<file path="config.mk">
export PLATFORM = sky130hd
export DESIGN_NAME = pc_sequencer
export DESIGN_NICKNAME = d
export VERILOG_FILES = /design/src/rtl/pc_sequencer.sv
export SDC_FILE = /design/constraint.sdc
export NUM_CORES = 1
export LEC_CHECK = 0
export CAP_MARGIN = 10
export CORE_MARGIN = 4
export CORE_UTILIZATION = 47
export DETAILED_ROUTE_END_ITERATION = 8
export GPL_ROUTABILITY_DRIVEN = 0
export PLACE_DENSITY = 0.9
export SKIP_LAST_GASP = 1
export SLEW_MARGIN = 40
export SYNTH_ARGS = -nofsm -noshare
export SYNTH_HDL_FRONTEND = slang
export SYNTH_SLANG_ARGS = --single-unit
</file>
<file path="constraint.sdc">
create_clock -name clk -period 4.05 [get_ports clk]
set_input_delay 0.81 -clock clk [delete_from_list [all_inputs] [get_ports clk]]
set_output_delay 0.81 -clock clk [all_outputs]
set_load 0.02 [all_outputs]
</file>
<file path="src/rtl/pc_sequencer.sv">
// pc_sequencer: program counter and FETCH/EXEC sequencing for the Harvard MIPS core.
// Latency: one instruction per 2 unstalled cycles; a taken target reaches pc once the delay slot's EXEC ends.
// Backpressure: stall=1 freezes state, pc and the pending target; HALT ignores all inputs until reset.
// Optional feature macro: PC_ALIGN_CHECK_EN (misaligned commit target -> HALT with fault=1).
module pc_sequencer #(
  parameter logic [31:0] RESET_VECTOR = 32'hBFC00000
) (
  input  logic        clk,
  input  logic        rst_n,
  input  logic        stall,
  input  logic [1:0]  jump_sel,
  input  logic [31:0] reg_target,
  input  logic [25:0] instr_index,
  input  logic [15:0] branch_offset,
  output logic [31:0] pc,
  output logic [31:0] pc_plus8,
  output logic        state,
  output logic        active,
  output logic        fault
);

  typedef enum logic [1:0] {
    S_FETCH = 2'd0,
    S_EXEC  = 2'd1,
    S_HALT  = 2'd2
  } seq_state_e;

  localparam logic [1:0] SEL_NONE = 2'b00;
  localparam logic [1:0] SEL_REG  = 2'b01;
  localparam logic [1:0] SEL_PAGE = 2'b10;
  localparam logic [1:0] SEL_REL  = 2'b11;

  seq_state_e  state_q, state_d;
  logic [31:0] pc_q, pc_d;
  logic [31:0] pend_q, pend_d;       // deferred branch/jump target
  logic        pend_vld_q, pend_vld_d; // a target waits for the delay slot to finish
  logic [31:0] pc_plus4;
  logic [31:0] rel_offset;
  logic [31:0] target;

  assign pc_plus4   = pc_q + 32'd4;
  assign rel_offset = {{14{branch_offset[15]}}, branch_offset, 2'b00};

  // Resolve the target of the instruction currently in EXEC.
  always_comb begin
    target = 32'h0;
    case (jump_sel)
      SEL_REG:  target = reg_target;
      SEL_PAGE: target = {pc_plus4[31:28], instr_index, 2'b00};
      SEL_REL:  target = pc_plus4 + rel_offset;
      default:  target = 32'h0;
    endcase
  end

`ifdef PC_ALIGN_CHECK_EN
  logic fault_q, fault_d;
`endif

  // Next-state logic: advance phase, defer targets by one instruction, detect halt.
  always_comb begin
    state_d    = state_q;
    pc_d       = pc_q;
    pend_d     = pend_q;
    pend_vld_d = pend_vld_q;
`ifdef PC_ALIGN_CHECK_EN
    fault_d    = fault_q;
`endif
    case (state_q)
      S_FETCH: begin
        if (!stall) begin
          state_d = S_EXEC;
        end
      end
      S_EXEC: begin
        if (!stall) begin
          if (pend_vld_q) begin
            // Delay slot done: commit the deferred target; jump_sel is ignored here.
            pend_vld_d = 1'b0;
            pend_d     = 32'h0;
            if (pend_q == 32'h0) begin
              state_d = S_HALT;
              pc_d    = 32'h0;
            end
`ifdef PC_ALIGN_CHECK_EN
            else if (pend_q[1:0] != 2'b00) begin
              // pc keeps the delay-slot address so the offending jump can be located.
              state_d = S_HALT;
              fault_d = 1'b1;
            end
`endif
            else begin
              state_d = S_FETCH;
              pc_d    = pend_q;
            end
          end else begin
            state_d = S_FETCH;
            pc_d    = pc_plus4;
            if (jump_sel != SEL_NONE) begin
              pend_d     = target;
              pend_vld_d = 1'b1;
            end
          end
        end
      end
      S_HALT: begin
        state_d = S_HALT;
      end
      default: begin
        state_d = S_FETCH;
      end
    endcase
  end

  // Sequencer state registers; reset discards any pending target.
  always_ff @(posedge clk or negedge rst_n) begin
    if (!rst_n) begin
      state_q    <= S_FETCH;
      pc_q       <= RESET_VECTOR;
      pend_q     <= 32'h0;
      pend_vld_q <= 1'b0;
    end else begin
      state_q    <= state_d;
      pc_q       <= pc_d;
      pend_q     <= pend_d;
      pend_vld_q <= pend_vld_d;
    end
  end

`ifdef PC_ALIGN_CHECK_EN
  // Sticky misalignment flag, cleared only by reset.
  always_ff @(posedge clk or negedge rst_n) begin
    if (!rst_n) begin
      fault_q <= 1'b0;
    end else begin
      fault_q <= fault_d;
    end
  end
  assign fault = fault_q;
`else
  assign fault = 1'b0;
`endif

  assign pc       = pc_q;
  assign pc_plus8 = pc_q + 32'd8;
  assign state    = (state_q == S_EXEC);
  assign active   = (state_q != S_HALT);

endmodule
</file>
# Word level (Yosys, flattened, before mapping)
# Cells that the tools add are included.
dict set report totals {
  wordCells 35
  out_inout_bits 67
  inputBits 79
  reg_bits 67
}
dict set report classes {
  reduce_logical 7
  n_mux 12
  bitwise 1
  eq_ne 8
  add_sub_neg 3
}
# cell n
set op_table {}
lappend op_table {{$mux 32} 4}
lappend op_table {{$pmux 32 s3} 1}
lappend op_table {{$add 32x3->32 const B} 1}
lappend op_table {{$add 32x32->32} 1}
lappend op_table {{$add 32x4->32 const B} 1}
lappend op_table {{$logic_not 32->1} 1}
lappend op_table {{$mux 2} 4}
lappend op_table {{$eq 2x2->1 const B} 3}
lappend op_table {{$ne 2x2->1 const B} 3}
lappend op_table {{$pmux 2 s3} 1}
lappend op_table {{$eq 2x1->1 const B} 2}
lappend op_table {{$reduce_and 2->1} 2}
lappend op_table {{$reduce_bool 2->1} 2}
lappend op_table {{$reduce_and 3->1} 1}
lappend op_table {{$logic_not 2->1} 1}
lappend op_table {{$mux 1} 2}
lappend op_table {{$not 1->1} 1}

# Longest topological paths before layout
dict set report logic_depth {
  depth_word 5
  depth_mapped 16
  ltp_nobuf 15
}

# Least setup slack after synthesis
# Ideal clock, no wire load.
dict set report synth_path {
  path_type {register to register}
  from {register pc_q[3] (netlist: pc[3])}
  to {register pend_q[31]}
  arrival_ns 3.917
  stages_incl_launch_ff 17
  synth_period_minus_slack_ns 4.004
  setup_slack_ns 0.046
  setup_ns 0.087
  t_required_ns 3.963
  path_buffers 1
  cell_sequence {dfrtp_1 ha_1 nand3_1 nor4_1 nand3_1 nor3b_2 xnor2_1 ha_1 buf_2 a21o_1 a211oi_1 nor3_1 a21o_1 a211oi_1 mux2_1 a211o_1 o211ai_1}
}
dict set report synth_via {
  elab_chain_cells 5
}
# element line
set synth_rtl {}
lappend synth_rtl {{start: declaration} 34} ;# logic [31:0] pc_q, pc_d;
lappend synth_rtl {{start signal: assignment} 123} ;# pc_q <= pc_d;
lappend synth_rtl {{$add 32x3->32 (*)} 41} ;# assign pc_plus4 = pc_q + 32'd4;
lappend synth_rtl {{$add 32x32->32} 50} ;# SEL_REL: target = pc_plus4 + rel_offset;
lappend synth_rtl {{$pmux 32 s3 (*)} 47} ;# case (jump_sel)
lappend synth_rtl {{$mux 32 (*)} 98} ;# if (jump_sel != SEL_NONE) begin
lappend synth_rtl {{$mux 32 (*)} 76} ;# if (pend_vld_q) begin
lappend synth_rtl {{end signal: assignment} 124} ;# pend_q <= pend_d;
lappend synth_rtl {{end: declaration} 35} ;# logic [31:0] pend_q, pend_d;
# Every way passes the cells marked *; elsewhere a longest branch is shown, timed or not. The select of a mux whose other input is x is not followed.
# A chain may end at the register's enable or synchronous reset.

# Final worst setup path
dict set report layout_path {
  from {register pc_q[4] (netlist: pc[4])}
  to {register pend_q[26]}
}
dict set report layout_via {
  elab_chain_cells 5
}
# element line
set layout_rtl {}
lappend layout_rtl {{$add 32x3->32} 41}
lappend layout_rtl {{$add 32x32->32} 50}
lappend layout_rtl {{$pmux 32 s3} 47}
lappend layout_rtl {{$mux 32} 98}
lappend layout_rtl {{$mux 32} 76}
# No other way between the ends. The select of a mux whose other input is x is not followed.

==> results_dict.tcl <==
set metrics [dict create \
    pre_cts_ws_ns -0.0485 \
    final_net_count 1036 \
    utilization 0.641 \
    synthTopCellsByArea "dfrtp_1 (23%), ha_1 (6.9%), xnor2_1 (5.6%), mux2i_1 (4.6%), xor2_1 (4.5%)" \
    crit_path_max_fanout 6 \
    rsz0062_at_grt "yes" \
    max_stage_delay_ns 0.46 \
    max-slew-margin-rel 0.527 \
    p_leak_nw 3.60 \
    synthSimpleGateAreaFrac 0.206 \
    yosys_warnings 0 \
    yosysTopAreaCell "dfrtp_1" \
    root_buffer "clkbuf_16" \
    htree_levels 3 \
    r2r_end "pend_q[26]$_DFFE_PN0P_" \
    required_ns 4.26 \
    synthTopCellsByCount "nand2_1 (76), nor2_1 (59), dfrtp_1 (58), a21oi_1 (51), o21ai_0 (49)" \
    synth-edff-count 0 \
    synthFlopType "dfrtp_1" \
    synthCells 781 \
    cpMaxStageDelayCell "xnor2_1" \
    grt_max_degree 42 \
    seq_area_frac_synth 0.265 \
    worst_pin_slew_ns 0.710 \
    cts.sinks 67 \
    dpl_cell_area_sq_mm 0.00807 \
    wirelength_um 22100 \
    synth-xor-area-share 0.104 \
    cts_tree "done" \
    via_per_inst 6.26 \
    critPathCaptureType "flop" \
    ys_async_sr_fraction 1.00 \
    holdPathStages 1 \
    fillers 1040 \
    start_kind "flop" \
    synth.most_common_cell "nand2_1" \
    regToRegSetupSlack_ns 0.09 \
    stdcell_area_sq_mm 0.00849 \
    cap_viol_max_count 0 \
    clk_pin_slew_ns 0.05 \
    core_sq_mm 0.0132 \
    yosysUniqueCellTypes 79 \
    fin_crit_sh 0.979 \
    via_count 6901 \
    numCtsBuffers 9 \
    setup_violations 0 \
    cts_buffer_depth 2 \
    synth_top_family_by_area "compound AO/OA/AOI/OAI gates" \
    r2r_cells 14 \
    dieArea_sq_mm 0.0155 \
    clock_skew_ns 0.00602 \
    portBuffers 144 \
    critPathBufInv 0 \
    critPathArrivalTime_ns 4.17 \
    wl_per_cell_um 20.1 \
    min_to "state_q[0]$_DFFE_PN0P_" \
    antenna_found_initial 0 \
    die_w_um 124 \
    grt_first_pass_wirelength_um 34500 \
    p_total_mw 5.92 \
    synth_top_area_frac 0.228 \
    drt-pass1-iter-count 7 \
    die_y_um 124 \
    syn-cell-area_sq_mm 0.00636 \
    slew_viol_final 0 \
    syn-num-nets 896 \
    synthAdderAreaFrac 0.0720 \
    hp-class "flop to flop" \
    setup_ws_ns 0.0856 \
    area_delta_synth_final_pct 33.5 \
    worstSetupPathType "flop to flop" \
    muxShareOfSynthArea 0.0527 \
    grt_usage 0.272 \
    drive_gt1_frac 0.129 \
    status "finished clean" \
    ios 146 \
    synth-compound-area-share 0.252 \
    ctsHoldBuffers 0 \
    insertion_delay_ns 0.33 \
    path_delay_family "compound AO/OA/AOI/OAI gates" \
    drtAntennaViolNets 0 \
    hpwl_um 16600 \
    core.rowCount 42 \
    syn_area_per_cell_sq_um 8.15 \
    hold_viol 0 \
    timing.rr.start "pc[4]$_DFFE_PN0P_" \
    max_freq_mhz 252 \
    grt_pass1_vias 6577 \
    start_util 0.480 \
    overflow 0 \
    max-vdd-ir-drop_uv 273 \
    antennaDiodeCount 0 \
    ys_seq_elements 67 \
    powerDensity_mw_per_mm2 697 \
    post-route-drc-count 0 \
    hold_start "state_q[1]$_DFFE_PN0P_" \
    drtIter0Drc 930 \
    worstPathCellList "ha_2, and3_2, and3_1, nand3_2, xnor2_1, ha_1, a21oi_1, nor2_1, a211oi_2, a21boi_2, a31o_2, a221oi_4, mux2i_1, nand2_1" \
    fin_crit_ns 3.96 \
]
## worst max-delay path by stage
stage	start	to	slack, ns	depth (start not counted)
3_3_place_gp	pc[4]$_DFFE_PN0P_	pend_q[26]$_DFFE_PN0P_	0.16	15
6_report	pc[4]$_DFFE_PN0P_	pend_q[26]$_DFFE_PN0P_	0.09	14
3_5_place_dp	pc[4]$_DFFE_PN0P_	pend_q[26]$_DFFE_PN0P_	-0.05	15
4_1_cts	pc[4]$_DFFE_PN0P_	pend_q[26]$_DFFE_PN0P_	-0.01	15
2_1_floorplan	pc[3]$_DFFE_PN0P_	pend_q[31]$_DFFE_PN0P_	0.05	16
5_1_grt	pc[3]$_DFFE_PN0P_	pend_q[31]$_DFFE_PN0P_	-0.05	15
## cells by family after synthesis
family / Yosys count
XOR/XNOR: 75
multiplexers: 33
buffers and inverters: 72
AO/OA/AOI/OAI: 241
flip-flops: 67
other: 1
adder cells (fa/ha/maj): 36
AND/OR/NAND/NOR: 256
## registers in the layout, indices dropped and copies added (netlist names)
register,flops
pend_q,32
state_q,2
pend_vld_q,1
pc,32
## placed cells by master, fill, tap and decap left out, types with 9 or more instances in the layout
cell type / n
clkdlybuf4s50_1: 143
nand2_1: 76
dfrtp_1: 55
nor2_1: 54
a21oi_1: 51
o21ai_0: 49
buf_4: 43
xnor2_1: 37
a22oi_1: 33
xor2_1: 32
ha_1: 32
mux2i_1: 29
o21ai_1: 24
nand3_1: 19
nor3_1: 16
a21o_1: 15
inv_1: 14
nor2b_1: 13
nor4_1: 12
nand4_1: 10
clkbuf_16: 9
dfstp_2: 9
## metal layers
layer	wire, um	GRT usage	vias to the layer above
met5	0	0	-
met4	992	0.122	0
li1	-	-	3148
met2	10100	0.433	455
met1	8810	0.362	3222
met3	2290	0.0442	76
## final cells by class
| type | instances | area, sq um | area share |
|---|---|---|---|
| Multi-Input combinational cell | 642 | 4480 | 0.528 |
| Timing Repair Buffer | 187 | 1760 | 0.207 |
| Sequential cell | 67 | 1690 | 0.199 |
| Clock buffer | 14 | 254 | 0.0299 |
| Tap cell | 176 | 220 | 0.0259 |
| Inverter | 14 | 52.6 | 0.00619 |
| Clock inverter | 2 | 35.0 | 0.00412 |
## power breakdown
part	leakage, nW	internal (mW)	total, mW	switching [mW]
Sequential	0.850	0.969	1.42	0.450
Clock	0.141	0.493	0.777	0.284
Combinational	2.61	1.66	3.72	2.06
Total	3.60	3.13	5.92	2.79
## timing repair
action,4_1_cts,5_1_grt
resized for setup,4,21
buffers inserted,0,3
pin swaps,0,5
setup endpoints to repair,5,11
gates cloned,0,0
hold endpoints to repair,0,0
## through the flow
| stage | setup TNS [ns] | hold slack (ns) | instances |
|---|---|---|---|
| finish | 0 | 0.456 | 1102 |
| global route | -0.109 | 0.477 | 1102 |
| CTS | -0.0106 | 0.450 | 1099 |
| detailed placement | -0.0738 | 0.443 | 1083 |
| global placement | 0 | 0.437 | 1083 |
| floorplan | 0 | 0.427 | 781 |
(Power assumes the default switching activity.)
==> RTL edit (config.mk and constraints unchanged) <==
`RESET_VECTOR`: 32'hBFC00000 -> 32'h80000000.
--- a/src/rtl/pc_sequencer.sv
+++ b/src/rtl/pc_sequencer.sv
@@ -4,5 +4,5 @@
 // Optional feature macro: PC_ALIGN_CHECK_EN (misaligned commit target -> HALT with fault=1).
 module pc_sequencer #(
-  parameter logic [31:0] RESET_VECTOR = 32'hBFC00000
+  parameter logic [31:0] RESET_VECTOR = 32'h80000000
 ) (
   input  logic        clk,
Behaviour: not the same (Yosys sat finds a counterexample within 4 cycles, from zero or initial values and one cycle with rst_n low).
==> RTL edit against the original RTL <==
- sequential cell count did not move
- via count rose by 2.9%
- hold slack barely moved
- cell area barely moved
- setup slack got worse by 0.049 ns
- count of clock-buffer cells in the layout rose by 1
- area after synthesis fell by 0.16%
- routed wire length rose by 3.1%
- largest cell class unchanged
- power rose by 0.35%
- global-route usage rose by 0.50 points
- critical endpoint is now pend_q[31]$_DFFE_PN0P_
- die area fell by 0.15%
- sequential share of layout area fell by 0.11 points
- clock skew barely moved
==> RTL edit: results (changes against the original RTL) <==
STA:
- The slew at the pin closest to its max-slew limit is 0.816 ns (was 0.710 ns).
- The worst setup skew after layout is 0.00594 ns (was 0.00602 ns).
- The worst hold slack is 0.456 ns (about the same).

Final layout:
- The proportion of final cell area spent on non-clock buffers is 20.5% (was 20.7%).
- The fraction of area in registers is 19.8% (was 19.9%).
- The area of all placed cells without fillers was 0.00849 mm2 (about the same).
- The clock-cell share of area is 3.62% (was 3.40%).
- The fraction of standard cell area in multi-input logic is 52.9% (was 52.8%).
- The count of buffers not belonging to the clock network in the layout is 184 (was 187).
- The filler cell count in the final layout is 1020 (was 1040).
- The final net count is 1033 (was 1036).

Drt:
- The number of DRC violations after detailed-routing iteration 0 came to 1120 (was 930).
- The number of vias in the routed layout was 7098 (was 6901).
- The wire length on met3 is 2820 um (was 2290 um).
- The detailed-route wire length on metal 1 is 8590 um (was 8810 um).
- The iteration count of the initial detailed-routing pass is 6 (was 7).
- The routed length per instance is 20.8 um (was 20.1 um).

Setup path:
- The worst setup slack for register-to-register paths is 0.04 ns (was 0.09 ns).
- The startpoint of the worst register-to-register path was pc[10]$_DFFE_PN0P_ (was pc[4]$_DFFE_PN0P_).
- The terminus of the critical flop-to-flop path is pend_q[31]$_DFFE_PN0P_ (was pend_q[26]$_DFFE_PN0P_).
- The arrival time at the worst endpoint came to 4.27 ns (was 4.17 ns).
- The length in cells of the worst reg-to-reg path came to 15 (was 14).
- The delay of the slowest cell on the worst path is 0.53 ns (was 0.46 ns).
- The worst-path cell with the longest stage delay is sky130_fd_sc_hd__dfrtp_1 (was sky130_fd_sc_hd__xnor2_1).

Power:
- The static leakage power is 0.00361 uW (was 0.00360 uW).
- The peak supply drop was 0.000250 V (was 0.000273 V).

Yosys:
- Ranking of synthesized cells by instance count: 76 x sky130_fd_sc_hd__nand2_1, 66 x sky130_fd_sc_hd__dfrtp_1, 59 x sky130_fd_sc_hd__nor2_1 (was 76 x sky130_fd_sc_hd__nand2_1, 59 x sky130_fd_sc_hd__nor2_1, 58 x sky130_fd_sc_hd__dfrtp_1).
- Main area contributors after synthesis: sky130_fd_sc_hd__dfrtp_1 26%, sky130_fd_sc_hd__ha_1 6.9%, sky130_fd_sc_hd__xnor2_1 5.7% (was sky130_fd_sc_hd__dfrtp_1 23%, sky130_fd_sc_hd__ha_1 6.9%, sky130_fd_sc_hd__xnor2_1 5.6%).
- The fraction of the yosys area taken by sequential cells is 26.4% (was 26.5%).

Global routing:
- The met3 usage is 6.52% (was 4.42%).
- The pin count of the biggest net entering global routing was 49 (was 42).
- The global-route track usage on met1 is 36.5% (was 36.2%).
- The number of global-route vias before repair is 6619 (was 6577).
- The wire length of the first global-routing pass is 35100 um (was 34500 um).
- The overall track demand over capacity in global routing is 27.6% (was 27.2%).
- The met2 usage in global routing is 43.1% (was 43.3%).

Min path:
- The worst hold path class is reg -> reg (unchanged).

Placement:
- The sum of net half-perimeters after detailed placement came to 16600 um (about the same).

Clock tree:
- The number of gates resized after CTS is 5 (was 4).
- The clock latency on the worst-skew pair is roughly 0.34 ns.

Run status:
- Run status: finished clean (unchanged).
## RTL edit: cells by family after synthesis
logic type | Yosys count | share of synthesized area (%)
DFF | 67 | 26.4
buffers and inverters | 72 | 4.77
and+or+nand+nor | 256 | 20.6
adders and majority gates | 36 | 7.21
AOI/OAI and AO/OA | 241 | 25.2
xor gates and xnor gates | 75 | 10.5
other | 1 | 0.0590
muxes | 33 | 5.28
## RTL edit: through the flow
| step | std cells | TNS, ns | setup slack (ns) |
|---|---|---|---|
| 4_1_cts | 1098 | 0 | 0.00492 |
| 2_1_floorplan | 781 | 0 | 0.0465 |
| 3_5_place_dp | 1082 | -0.0407 | -0.0275 |
| 6_report | 1099 | 0 | 0.0371 |
| 5_1_grt | 1099 | -0.349 | -0.205 |
| 3_3_place_gp | 1082 | 0 | 0.119 |
## RTL edit: report_power, final
part	internal (uW)	switching (uW)
combinational	1650	2050
clock	528	295
sequential	938	478
